## src/rtl/sram_async_ctrl_if.sv

```systemverilog
// Request-side bus between a clocked core and sram_async_ctrl: a single-word
// req/ready handshake plus the read-data and completion strobes.
interface sram_async_ctrl_if #(
  parameter int DATA_WIDTH = 8,
  parameter int ADDR_WIDTH = 10
);
  logic                  req;
  logic                  we;
  logic [ADDR_WIDTH-1:0] addr;
  logic [DATA_WIDTH-1:0] wdata;
  logic                  ready;
  logic [DATA_WIDTH-1:0] rdata;
  logic                  rd_valid;
  logic                  wr_done;

  modport master (
    output req, we, addr, wdata,
    input  ready, rdata, rd_valid, wr_done
  );

  modport slave (
    input  req, we, addr, wdata,
    output ready, rdata, rd_valid, wr_done
  );
endinterface

```

## src/rtl/sram_async_ctrl.sv

```systemverilog
// Sequences single-word reads and writes onto an asynchronous SRAM bus with
// setup, pulse, hold and access times programmable in clock cycles.
module sram_async_ctrl #(
  parameter int DATA_WIDTH = 8,
  parameter int ADDR_WIDTH = 10,
  parameter int RD_WAIT    = 2,
  parameter int WR_SETUP   = 1,
  parameter int WR_PULSE   = 2,
  parameter int WR_HOLD    = 1
) (
  input  logic                  clk,
  input  logic                  rst,
  sram_async_ctrl_if.slave      bus,
  output logic [ADDR_WIDTH-1:0] sram_addr,
  output logic                  sram_ce1n,
  output logic                  sram_ce2,
  output logic                  sram_oen,
  output logic                  sram_wen,
  output logic [DATA_WIDTH-1:0] sram_dout,
  output logic                  sram_doe,
  input  logic [DATA_WIDTH-1:0] sram_din
);

  localparam int MAX_RW  = (RD_WAIT  > WR_SETUP) ? RD_WAIT  : WR_SETUP;
  localparam int MAX_PH  = (WR_PULSE > WR_HOLD)  ? WR_PULSE : WR_HOLD;
  localparam int CNT_MAX = (MAX_RW   > MAX_PH)   ? MAX_RW   : MAX_PH;
  localparam int CNT_W   = (CNT_MAX < 1) ? 1 : $clog2(CNT_MAX + 1);

  localparam logic [CNT_W-1:0] CNT_ONE = CNT_W'(1);

  localparam logic [2:0] S_IDLE = 3'd0;
  localparam logic [2:0] S_RD   = 3'd1;
  localparam logic [2:0] S_WS   = 3'd2;
  localparam logic [2:0] S_WP   = 3'd3;
  localparam logic [2:0] S_WH   = 3'd4;
  localparam logic [2:0] S_DONE = 3'd5;

  if (RD_WAIT < 1 || WR_SETUP < 1 || WR_PULSE < 1 || WR_HOLD < 1) begin : g_bad_timing
    $error("sram_async_ctrl: RD_WAIT, WR_SETUP, WR_PULSE and WR_HOLD must all be >= 1");
  end

  logic [2:0]            state_q,     state_d;
  logic [CNT_W-1:0]      cnt_q,       cnt_d;
  logic                  we_q,        we_d;
  logic [ADDR_WIDTH-1:0] sram_addr_q, sram_addr_d;
  logic [DATA_WIDTH-1:0] sram_dout_q, sram_dout_d;
  logic [DATA_WIDTH-1:0] rdata_q,     rdata_d;
  logic                  ce1n_q,      ce1n_d;
  logic                  ce2_q,       ce2_d;
  logic                  oen_q,       oen_d;
  logic                  wen_q,       wen_d;
  logic                  doe_q,       doe_d;
  logic                  rd_valid_q,  rd_valid_d;
  logic                  wr_done_q,   wr_done_d;
  logic                  ce_act;

  assign bus.ready = (state_q == S_IDLE) && !rst;

  // Next state, counter and captured request fields.
  // NOTE: every signal assigned here gets a default first, so no path can
  // leave one unassigned and infer a latch.
  always_comb begin
    state_d     = state_q;
    cnt_d       = cnt_q;
    we_d        = we_q;
    sram_addr_d = sram_addr_q;
    sram_dout_d = sram_dout_q;
    rdata_d     = rdata_q;

    case (state_q)
      S_IDLE: begin
        if (bus.req && bus.ready) begin
          we_d        = bus.we;
          sram_addr_d = bus.addr;
          sram_dout_d = bus.wdata;
          if (bus.we) begin
            state_d = S_WS;
            cnt_d   = CNT_W'(WR_SETUP);
          end else begin
            state_d = S_RD;
            cnt_d   = CNT_W'(RD_WAIT);
          end
        end
      end
      S_RD: begin
        if (cnt_q == CNT_ONE) begin
          rdata_d = sram_din;
          state_d = S_DONE;
        end else begin
          cnt_d = cnt_q - CNT_ONE;
        end
      end
      S_WS: begin
        if (cnt_q == CNT_ONE) begin
          state_d = S_WP;
          cnt_d   = CNT_W'(WR_PULSE);
        end else begin
          cnt_d = cnt_q - CNT_ONE;
        end
      end
      S_WP: begin
        if (cnt_q == CNT_ONE) begin
          state_d = S_WH;
          cnt_d   = CNT_W'(WR_HOLD);
        end else begin
          cnt_d = cnt_q - CNT_ONE;
        end
      end
      S_WH: begin
        if (cnt_q == CNT_ONE) begin
          state_d = S_DONE;
        end else begin
          cnt_d = cnt_q - CNT_ONE;
        end
      end
      S_DONE:  state_d = S_IDLE;
      default: state_d = S_IDLE;
    endcase
  end

  // Bus controls are decoded from the next state so that every SRAM pin comes
  // straight from a flop and changes exactly on the state boundary.
  always_comb begin
    ce_act     = (state_d == S_RD) || (state_d == S_WS) ||
                 (state_d == S_WP) || (state_d == S_WH);
    ce1n_d     = !ce_act;
    ce2_d      = ce_act;
    oen_d      = (state_d != S_RD);
    wen_d      = (state_d != S_WP);
    doe_d      = (state_d == S_WS) || (state_d == S_WP) || (state_d == S_WH);
    rd_valid_d = (state_d == S_DONE) && !we_q;
    wr_done_d  = (state_d == S_DONE) &&  we_q;
  end

  // NOTE: sequential state uses non-blocking assignments only, so every flop
  // samples the pre-edge value of every other flop.
  always_ff @(posedge clk) begin
    if (rst) begin
      state_q     <= S_IDLE;
      cnt_q       <= '0;
      we_q        <= 1'b0;
      sram_addr_q <= '0;
      sram_dout_q <= '0;
      rdata_q     <= '0;
      ce1n_q      <= 1'b1;
      ce2_q       <= 1'b0;
      oen_q       <= 1'b1;
      wen_q       <= 1'b1;
      doe_q       <= 1'b0;
      rd_valid_q  <= 1'b0;
      wr_done_q   <= 1'b0;
    end else begin
      state_q     <= state_d;
      cnt_q       <= cnt_d;
      we_q        <= we_d;
      sram_addr_q <= sram_addr_d;
      sram_dout_q <= sram_dout_d;
      rdata_q     <= rdata_d;
      ce1n_q      <= ce1n_d;
      ce2_q       <= ce2_d;
      oen_q       <= oen_d;
      wen_q       <= wen_d;
      doe_q       <= doe_d;
      rd_valid_q  <= rd_valid_d;
      wr_done_q   <= wr_done_d;
    end
  end

  assign sram_addr    = sram_addr_q;
  assign sram_dout    = sram_dout_q;
  assign sram_ce1n    = ce1n_q;
  assign sram_ce2     = ce2_q;
  assign sram_oen     = oen_q;
  assign sram_wen     = wen_q;
  assign sram_doe     = doe_q;
  assign bus.rdata    = rdata_q;
  assign bus.rd_valid = rd_valid_q;
  assign bus.wr_done  = wr_done_q;

endmodule

```

## src/flat_wrapper.sv

```systemverilog
// flat-port wrapper written by rule: the top's interface ports become plain ports
module sram_async_ctrl_flat 
#(
  parameter int DATA_WIDTH = 8,
  parameter int ADDR_WIDTH = 10,
  parameter int RD_WAIT    = 2,
  parameter int WR_SETUP   = 1,
  parameter int WR_PULSE   = 2,
  parameter int WR_HOLD    = 1
)
  (clk, rst, sram_addr, sram_ce1n, sram_ce2, sram_oen, sram_wen, sram_dout, sram_doe, sram_din, bus_req, bus_we, bus_addr, bus_wdata, bus_ready, bus_rdata, bus_rd_valid, bus_wr_done);
  sram_async_ctrl_if #(.DATA_WIDTH(DATA_WIDTH), .ADDR_WIDTH(ADDR_WIDTH)) bus_i ();
  input  logic clk;
  input  logic rst;
  output logic [ADDR_WIDTH-1:0] sram_addr;
  output logic sram_ce1n;
  output logic sram_ce2;
  output logic sram_oen;
  output logic sram_wen;
  output logic [DATA_WIDTH-1:0] sram_dout;
  output logic sram_doe;
  input  logic [DATA_WIDTH-1:0] sram_din;
  input wire logic [$bits(bus_i.req)-1:0] bus_req;
  input wire logic [$bits(bus_i.we)-1:0] bus_we;
  input wire logic [$bits(bus_i.addr)-1:0] bus_addr;
  input wire logic [$bits(bus_i.wdata)-1:0] bus_wdata;
  output wire logic [$bits(bus_i.ready)-1:0] bus_ready;
  output wire logic [$bits(bus_i.rdata)-1:0] bus_rdata;
  output wire logic [$bits(bus_i.rd_valid)-1:0] bus_rd_valid;
  output wire logic [$bits(bus_i.wr_done)-1:0] bus_wr_done;
  assign bus_i.req = bus_req;
  assign bus_i.we = bus_we;
  assign bus_i.addr = bus_addr;
  assign bus_i.wdata = bus_wdata;
  assign bus_ready = bus_i.ready;
  assign bus_rdata = bus_i.rdata;
  assign bus_rd_valid = bus_i.rd_valid;
  assign bus_wr_done = bus_i.wr_done;
  sram_async_ctrl #(.DATA_WIDTH(DATA_WIDTH), .ADDR_WIDTH(ADDR_WIDTH), .RD_WAIT(RD_WAIT), .WR_SETUP(WR_SETUP), .WR_PULSE(WR_PULSE), .WR_HOLD(WR_HOLD)) u_core (.clk(clk), .rst(rst), .bus(bus_i), .sram_addr(sram_addr), .sram_ce1n(sram_ce1n), .sram_ce2(sram_ce2), .sram_oen(sram_oen), .sram_wen(sram_wen), .sram_dout(sram_dout), .sram_doe(sram_doe), .sram_din(sram_din));
endmodule
```

## config.mk

```make
export PLATFORM = sky130hd
export DESIGN_NAME = sram_async_ctrl_flat
export DESIGN_NICKNAME = d
export VERILOG_FILES = /design/src/rtl/sram_async_ctrl_if.sv /design/src/rtl/sram_async_ctrl.sv /design/src/flat_wrapper.sv
export SDC_FILE = /design/constraint.sdc
export NUM_CORES = 1
export LEC_CHECK = 0
export BUFFER_PORTS_ARGS = -buffer_cell sky130_fd_sc_hd__buf_2
export CAP_MARGIN = 10
export CORE_AREA = 5 5 64 66
export DETAILED_ROUTE_END_ITERATION = 7
export DIE_AREA = 0 0 69 71
export GPL_TIMING_DRIVEN = 0
export PLACE_DENSITY = 0.91
export SLEW_MARGIN = 25
export SYNTH_ARGS = -nofsm -noshare
export SYNTH_HDL_FRONTEND = slang
export SYNTH_SLANG_ARGS = --single-unit
```

## constraint.sdc

```tcl
create_clock -name clk -period 3.1 [get_ports clk]
set_clock_uncertainty 0.1 [all_clocks]
set_input_delay 0.62 -clock clk [delete_from_list [all_inputs] [get_ports clk]]
set_output_delay 0.62 -clock clk [all_outputs]
set_load 0.02 [all_outputs]
```

# ---- Yosys cells after proc, flatten, opt, wreduce, memory -nomap -nowiden
# Index checks and enable logic that the tools add are counted.
dict set report word_totals {
  word_cells 58
  input_bits 30
  output_inout_bits 34
  register_bits 39
}
dict set report op_classes {
  add_sub_neg 1
  reduce_logical 18
  n_mux 12
  n_eq_ne 14
}
# cell n
set op_table {}
lappend op_table {{3-bit by 2-bit == test with 1-bit output, second input constant} 4}
lappend op_table {{2-bit two-way mux} 6}
lappend op_table {{3-bit two-way mux} 4}
lappend op_table {{3-bit case mux with 4 select lines} 1}
lappend op_table {{3-bit == test, second input constant} 3}
lappend op_table {{2-bit case mux with 4 select lines} 1}
lappend op_table {{3-bit by 1-bit == test with 1-bit output, second input constant} 2}
lappend op_table {{1-bit logical OR} 5}
lappend op_table {{1-bit logical AND} 4}
lappend op_table {{2-bit != test, second input constant} 2}
lappend op_table {{2-bit AND reduction} 2}
lappend op_table {{4-bit nonzero test} 1}
lappend op_table {{1-bit logical NOT} 3}
lappend op_table {{3-bit logical NOT} 1}
lappend op_table {{3-bit by 1-bit != test with 1-bit output, second input constant} 1}
lappend op_table {{3-bit by 2-bit != test with 1-bit output, second input constant} 1}
lappend op_table {{3-bit AND reduction} 1}
lappend op_table {{2-bit by 1-bit == test with 1-bit output, second input constant} 1}
lappend op_table {{2-bit OR reduction} 1}
lappend op_table {{2-bit by 1-bit subtractor with 2-bit output, second input constant} 1}

# ---- Longest topological paths before layout
# Gate-level depths: netlist of the first run.
dict set report logic_depth {
  depth_word 10
  ltp_mapped 7
}

# ---- Worst setup path before layout of the first run
# No wires, ideal clock.
dict set report synth_timing {
  kind {register -> register}
  from {reg u_core.cnt_q[1]}
  to {reg u_core.ce1n_q, in the netlist u_core.sram_ce1n}
  period_less_slack_ns 1.802
  path_buffers 1
  path_slack_ns 1.298
  arrival_time_ns 1.579
  stages_incl_launch_ff 7
  path_cell_list {dfxtp_1 > inv_1 > ha_1 > buf_6 > or4b_1 > and4_4 > or2_4}
}
dict set report synth_via {
  elab_chain_len 8
}
# element line_no
set synth_rtl {}
lappend synth_rtl {{start: declaration} sram_async_ctrl.sv:43} ;# logic [CNT_W-1:0] cnt_q, cnt_d;
lappend synth_rtl {{start signal: assignment} sram_async_ctrl.sv:154} ;# cnt_q <= cnt_d;
lappend synth_rtl {{2-bit by 1-bit == test with 1-bit output *} -}
lappend synth_rtl {{3-bit two-way mux, on equally long branches} -}
lappend synth_rtl {{3-bit case mux with 4 select lines *} sram_async_ctrl.sv:70} ;# case (state_q)
lappend synth_rtl {{3-bit by 1-bit == test with 1-bit output or 3-bit by 2-bit == test with 1-bit output (tied branches)} sram_async_ctrl.sv:124} ;# ce_act = (state_d == S_RD) || (state_d == S_WS) ||
lappend synth_rtl {{1-bit logical OR (2 in a row)} sram_async_ctrl.sv:124}
lappend synth_rtl {{1-bit logical OR *} sram_async_ctrl.sv:125} ;# (state_d == S_WP) || (state_d == S_WH);
lappend synth_rtl {{1-bit logical NOT *} sram_async_ctrl.sv:126} ;# ce1n_d = !ce_act;
lappend synth_rtl {{end signal: assignment} sram_async_ctrl.sv:159} ;# ce1n_q <= ce1n_d;
lappend synth_rtl {{end: declaration} sram_async_ctrl.sv:48} ;# logic ce1n_q, ce1n_d;
# Mark *: on every way between the ends. The rest lies on a longest branch, timed or not.
# A chain may end at the register's enable or synchronous reset.

# ---- Worst setup path after layout of the first run
dict set report layout_timing {
  from {reg u_core.state_q[0]}
  to {out bus_ready}
}
dict set report layout_via {
  elab_chain_len 2
}
# element line_no
set layout_rtl {}
lappend layout_rtl {{start: declaration} sram_async_ctrl.sv:42} ;# logic [2:0] state_q, state_d;
lappend layout_rtl {{start signal: assignment} sram_async_ctrl.sv:153} ;# state_q <= state_d;
lappend layout_rtl {{3-bit logical NOT} sram_async_ctrl.sv:57} ;# assign bus.ready = (state_q == S_IDLE) && !rst;
lappend layout_rtl {{1-bit logical AND} sram_async_ctrl.sv:57}
lappend layout_rtl {{end: declaration} flat_wrapper.sv:27} ;# output wire logic [$bits(bus_i.ready)-1:0] bus_ready;
# Every way passes these cells.

==> flow_metrics.py, run 1 <==
metrics = {
    "routing": {
        "wl_per_cell_um": 12.2,
        "vias_per_cell": 5.01,
        "drc": 0,
        "antenna_left": 0,
        "wirelength_um": 3800,
        "first_pass_iters": 4,
        "vias": 1557,
        "drt_iter0_drc": 79,
    },
    "cells_and_area": {
        "fin_util_pct": 62.4,
        "antennaDiodeCount": 0,
        "finalNonFillerCells": 311,
        "seqCellArea_um2": 781,
        "areaGrowthSynthToFinish_pct": 25.9,
        "finalNetCount": 295,
        "layout-drive-gt1-share_pct": 33.5,
        "fillers": 340,
        "multi_input_area_um2": 871,
    },
    "worst_setup_path": {
        "cp-start-kind": "flop",
        "crit_fanout": 10,
        "r2r_cells": 6,
        "cp-endpoint": "bus_ready",
        "rrSetupSlack_ns": 1.21,
        "critPathLaunch": "u_core.state_q[0]",
        "reg2reg_from": "u_core.cnt_q[1]",
        "path_class": "flop to output pin",
        "cp-end-kind": "output pin",
        "crit_required_ns": 2.38,
        "r2r_end": "u_core.cnt_q[0]",
        "worstPathArrival_ns": 1.41,
    },
    "logic_synthesis": {
        "syn_avg_cell_area_um2": 9.04,
        "synthAdderAreaFrac_pct": 2.15,
        "synth_edf_count": 0,
        "yosys_warnings": 0,
        "synthXorXnorAreaFrac_pct": 0.502,
        "syn_area_mm2": 0.00175,
        "synthArstFlopShare_pct": 0,
        "synth-seq-cells": 39,
        "synthMuxAreaShare_pct": 5.16,
        "synth_top_flop_cell": "dfxtp_1",
        "synth.distinct_cells": 41,
        "synth.area.top_cells": "dfxtp_1 (45%), nand3b_1 (9.9%), nand2_1 (9.0%), mux2i_1 (5.2%), a21oi_1 (2.9%)",
        "synth-simple-area-share_pct": 31.2,
        "synth-compound-area-share_pct": 10.9,
        "synth_area_leader_cell": "dfxtp_1",
        "synth_seq_area_share_pct": 44.7,
        "synth_nets": 226,
        "netlist_instances": 193,
        "synth_top_family_by_area": "simple AND/OR/NAND/NOR gates",
        "synth.top_cell.area_share_pct": 44.7,
    },
    "floorplan": {
        "row_count": 22,
        "fp.dieW_um": 69,
        "fp.coreArea_mm2": 0.00352,
        "ioPinCount": 64,
        "die_area_mm2": 0.00490,
        "die_h_um": 71,
        "initial_core_util_pct": 49.5,
    },
    "clocking": {
        "clkSlewWorstSetupHoldPaths_ns": 0.12,
        "cts_buffers": 5,
        "hold_buffers": 0,
        "cts_buffer_depth": 2,
        "cts_root_buffer": "clkbuf_4",
        "cts_tree": "built",
        "cts_setup_buffers": 0,
        "cts_resized": 0,
        "clk-insertion-delay-late_ns": 0.36,
        "clock-sinks": 39,
        "cts.htree.levels": 2,
    },
    "grt": {
        "antenna_found_initial": 0,
        "grt_pass1_wl_um": 6370,
        "grt_usage_pct": 15.9,
        "overflow": 0,
        "grt_pass1_vias": 1496,
        "grt_max_degree": 14,
    },
    "sta": {
        "fin_crit_sh_pct": 68.7,
        "setup_viol": 0,
        "fmax_mhz": 470,
        "tns_ns": 0,
        "hold_slack_ns": 0.338,
        "finalHoldViolations": 0,
        "worst_pin_slew_ns": 0.470,
        "rsz0062_at_grt": "no",
        "finalCriticalPeriod_ns": 2.13,
        "relSlewSlack_pct": 68.6,
        "finalMaxSlewViolations": 0,
        "setup_ws_ns": 0.970,
    },
    "outcome": {
        "status": "finished clean",
    },
    "pwr": {
        "vdd_drop_max_v": 0.000461,
        "cellPowerDensity_mw_per_mm2": 637,
        "leakagePower_uw": 0.00106,
    },
    "placement": {
        "dp_hpwl_um": 2860,
        "dp_slack_ns": 1.17,
        "gp_congestion": 0.820,
        "portBuffers": 62,
        "dp.cells": 303,
    },
    "hold_path": {
        "hold_path_class": "primary input to flop",
    },
    "flow_run": {
        "max_cap_viol_count": 0,
    },
}
## power breakdown
part           switching (uW)  internal (uW)  leakage (uW)
Combinational             258            192      0.000692
Sequential               36.4            568      0.000319
Clock                     175            170     0.0000452
## cells by family (layout without fill, tap and decap cells)
group                    after synthesis  after routing
multiplexers                           9              9
XOR/XNOR                               1              1
AND/OR/NAND/NOR                       96             96
AO/OA/AOI/OAI                         27             27
buffers and inverters                 18             88
adder cells (fa/ha/maj)                3              3
flip-flops                            39             39
## synth_stat cells, drive strengths merged (2+ instances only)
cell type and number:
mux2i 9, a21oi 12, ha 3, nand2b 5, o21ai 2, buf 9
clkbuf 6, or3b 2, or4b 2, dfxtp 39, a21o 3, or3 2
nand2 42, nor2b 2, nand3b 23, nor2 10, inv 3
## state kept, by name, indices dropped and copies added (netlist names)
signal               cells
u_core.bus.rd_valid      1
u_core.bus.rdata         8
u_core.bus.wr_done       1
u_core.cnt_q             2
u_core.sram_addr        10
u_core.sram_ce1n         1
u_core.sram_ce2          1
u_core.sram_doe          1
u_core.sram_dout         8
u_core.sram_oen          1
u_core.sram_wen          1
u_core.state_q           3
u_core.we_q              1
## placed cells by master, fill, tap and decap left out, drive strengths merged, types with 2 or more instances in the layout
cell,instances
a21o,3
a21oi,12
buf,71
clkbuf,11
clkinv,2
dfxtp,39
ha,3
inv,3
mux2i,9
nand2,42
nand2b,5
nand3b,23
nor2,10
nor2b,2
o21ai,2
or3,2
or3b,2
or4b,2
## worst max-delay path, cell delays in order (launching register included)
cell and delay (ns):
dfxtp_1 0.35, buf_6 0.14, nor4_4 0.33, buf_2 0.23
## metal layers
layer	routed length, um	GRT usage, %
met1	1610	18.1
met2	1870	26.6
met3	256	5.97
met4	65	7.16
met5	0	0
## how the worst min path moves through the flow
stage | startpoint | slack (ns) | depth (start not counted) | endpoint
6_report | bus_wdata[7] | 0.34 | 3 | u_core.sram_dout[7]
5_1_grt | bus_wdata[7] | 0.32 | 3 | u_core.sram_dout[7]
4_1_cts | bus_wdata[2] | 0.33 | 3 | u_core.sram_dout[2]
3_5_place_dp | u_core.we_q | 0.33 | 2 | u_core.bus.wr_done
3_3_place_gp | u_core.we_q | 0.33 | 2 | u_core.bus.wr_done
2_1_floorplan | u_core.we_q | 0.32 | 2 | u_core.bus.wr_done
## area by class of cell
type | instances | area share, %
clock buffer | 5 | 1.71
sequential | 39 | 35.5
inverter | 3 | 0.513
buffer | 15 | 3.76
clock inverter | 3 | 1.99
tap | 48 | 2.73
timing repair buffer | 62 | 14.1
multi-input combinational | 136 | 39.6
## per-stage QoR
step | total power [uW] | instance area, um^2
3_5_place_dp | 1070 | 2120
2_1_floorplan | 945 | 1750
5_1_grt | 1490 | 2200
3_3_place_gp | 1060 | 2120
4_1_cts | 1420 | 2200
6_report | 1400 | 2200
No activity file was read; power rests on OpenSTA's default activity.
==> run 2: changes to the inputs <==
--- a/config.mk
+++ b/config.mk
@@ -7,11 +7,11 @@
 export LEC_CHECK = 0
 export BUFFER_PORTS_ARGS = -buffer_cell sky130_fd_sc_hd__buf_2
 export CAP_MARGIN = 10
-export CORE_AREA = 5 5 64 66
+export CORE_AREA = 5 5 69 71
 export DETAILED_ROUTE_END_ITERATION = 7
-export DIE_AREA = 0 0 69 71
+export DIE_AREA = 0 0 74 76
 export GPL_TIMING_DRIVEN = 0
-export PLACE_DENSITY = 0.91
+export PLACE_DENSITY = 0.83
 export SLEW_MARGIN = 25
 export SYNTH_ARGS = -nofsm -noshare
 export SYNTH_HDL_FRONTEND = slang
==> constraint.sdc (replaced) <==
create_clock -name clk -period 1.8 [get_ports clk]
set_clock_uncertainty 0.1 [all_clocks]
set_input_delay 0.36 -clock clk [delete_from_list [all_inputs] [get_ports clk]]
set_output_delay 0.36 -clock clk [all_outputs]
set_load 0.02 [all_outputs]
==> run 2 against run 1 <==
Combinational power is 87% higher. Worst setup slack worse by 0.91 ns. Clock power is 150% higher. Total power is 96% higher. Final cell count is 2.9% higher. Sequential power is 72% higher. Flip-flop and latch count stayed put. Register-to-register slack worse by 1.1 ns. Largest power group unchanged.
==> flow_metrics.py, run 2 (same netlist as run 1, synthesis figures left out) <==
metrics = {
    "outcome": {
        "status": "finished clean",
    },
    "cells_and_area": {
        "design_area_mm2": 0.00232,
        "areaGrowthSynthToFinish_pct": 32.8,
        "finalNetCount": 300,
        "final_common_cell": "buf_2",
        "largest_reg_flops": 10,
        "most-common-layout-cells": "buf_2 (66), nand2_1 (42), dfxtp_1 (36)",
        "layout-drive-gt1-share_pct": 36.9,
        "antennaDiodeCount": 0,
    },
    "grt": {
        "grt_pass1_wl_um": 6780,
        "grt_max_degree": 13,
        "grt_usage_pct": 15.2,
        "overflow": 0,
        "antenna_found_initial": 0,
        "grt_pass1_vias": 1518,
    },
    "routing": {
        "vias": 1584,
        "wl_per_cell_um": 12.8,
        "wirelength_um": 4090,
        "antenna_left": 0,
        "vias_per_cell": 4.95,
        "drc": 0,
        "first_pass_iters": 4,
        "drt_iter0_drc": 37,
    },
    "sta": {
        "relSlewSlack_pct": 69.5,
        "finalCriticalPeriod_ns": 1.74,
        "finalHoldViolations": 0,
        "rsz0062_at_grt": "no",
        "setup_viol": 0,
        "worst_pin_slew_ns": 0.457,
        "fmax_mhz": 576,
        "finalMaxSlewViolations": 0,
        "fin_crit_sh_pct": 96.4,
        "tns_ns": 0,
    },
    "hold_path": {
        "hp-start": "bus_wdata[2]",
        "hold_path_class": "primary input to flop",
        "whs_endpoint": "u_core.sram_dout[2]",
        "hold_path_depth": 3,
    },
    "pwr": {
        "leakagePower_uw": 0.00110,
        "vdd_drop_max_v": 0.000762,
        "cellPowerDensity_mw_per_mm2": 1190,
    },
    "floorplan": {
        "die_h_um": 76,
        "fp.coreArea_mm2": 0.00417,
        "fp.dieW_um": 74,
        "initial_core_util_pct": 41.8,
        "die_area_mm2": 0.00562,
        "row_count": 24,
        "ioPinCount": 64,
    },
    "worst_setup_path": {
        "worstPathArrival_ns": 1.28,
        "crit_required_ns": 1.34,
        "reg2reg_from": "u_core.cnt_q[1]",
        "crit_fanout": 10,
        "r2r_end": "u_core.sram_ce1n",
        "r2r_cells": 5,
        "rrSetupSlack_ns": 0.10,
        "cp-end-kind": "output pin",
        "critPathLaunch": "u_core.state_q[2]",
        "cp-start-kind": "flop",
        "path_class": "flop to output pin",
    },
    "clocking": {
        "cts_root_buffer": "clkbuf_8",
        "hold_buffers": 0,
        "cts_buffer_depth": 2,
        "clk-insertion-delay-late_ns": 0.29,
        "cts_buffers": 5,
        "clock-sinks": 39,
        "cts_tree": "built",
        "cts.htree.levels": 2,
        "clkSlewWorstSetupHoldPaths_ns": 0.07,
    },
    "placement": {
        "placed_cell_area_mm2": 0.00212,
        "portBuffers": 62,
        "gp_congestion": 0.849,
        "dp_hpwl_um": 2880,
    },
    "flow_run": {
        "max_cap_viol_count": 0,
    },
}
==> run 2: cell types whose count changed in the layout (fill, tap and decap cells not counted), moves of 2 or more <==
cell      before  now
buf_2         68   66
clkbuf_4       5    0
dfxtp_1       39   36
clkbuf_8       0    5
dfxtp_2        0    3
buf_4          1    8
==> run 2: repair_timing <==
| item | in CTS | in global routing |
|---|---|---|
| hold endpoints to repair | 0 | 0 |
| setup buffers | 3 | 3 |
| pin swaps | 1 | 4 |
| setup endpoints to repair | 5 | 14 |
| resized for setup | 3 | 7 |
==> run 2: critical path, cell delays in order, from the launching register on <==
cell,delay [ns]
dfxtp_2,0.33
buf_4,0.16
nor4_4,0.29
buf_4,0.21
==> run 2: final cells by class <==
type | instances | area, um^2
fill | 365 | 1860
multi-input combinational | 136 | 881
sequential | 39 | 785
timing repair buffer | 68 | 370
buffer | 14 | 73.8
clock buffer | 6 | 72.6
tap | 52 | 65.1
clock inverter | 2 | 60.1
inverter | 3 | 11.3
==> run 2: metal layers <==
layer	track usage, %	wire, um	share of wire, %	vias up
met5	0	0	0	-
li1	-	-	-	796
met4	8.33	129	3.2	0
met3	4.62	280	6.9	12
met1	19.3	1780	43	715
met2	22.5	1900	47	61
==> run 2: power breakdown <==
group	total (uW)	internal (uW)	switching, uW	leakage (uW)
combinational	844	372	472	0.000718
clock	860	554	306	0.0000654
sequential	1040	982	62.1	0.000320
==> run 2: per-stage QoR <==
stage	utilization (%)	std cells	worst slack, ns	power, uW	hold WS (ns)
6_report	55.5	320	0.0641	2750	0.142
3_5_place_dp	50.8	307	-0.0756	1850	0.354
2_1_floorplan	-	193	0.0192	1630	0.320
4_1_cts	54.6	318	0.00419	2760	0.132
3_3_place_gp	50.8	307	-0.0344	1830	0.350
5_1_grt	55.5	320	0.000702	2910	0.133
==> run 2: worst max-delay path by stage <==
stage | endpoint | slack (ns) | depth (start not counted)
after floorplan | u_core.sram_ce1n | 0.02 | 6
after global placement | u_core.sram_ce1n | -0.03 | 6
after detailed placement | u_core.cnt_q[0] | -0.08 | 6
after CTS | u_core.cnt_q[1] | 0.004 | 7
after global routing | bus_ready | 0.0007 | 3
final | bus_ready | 0.06 | 3
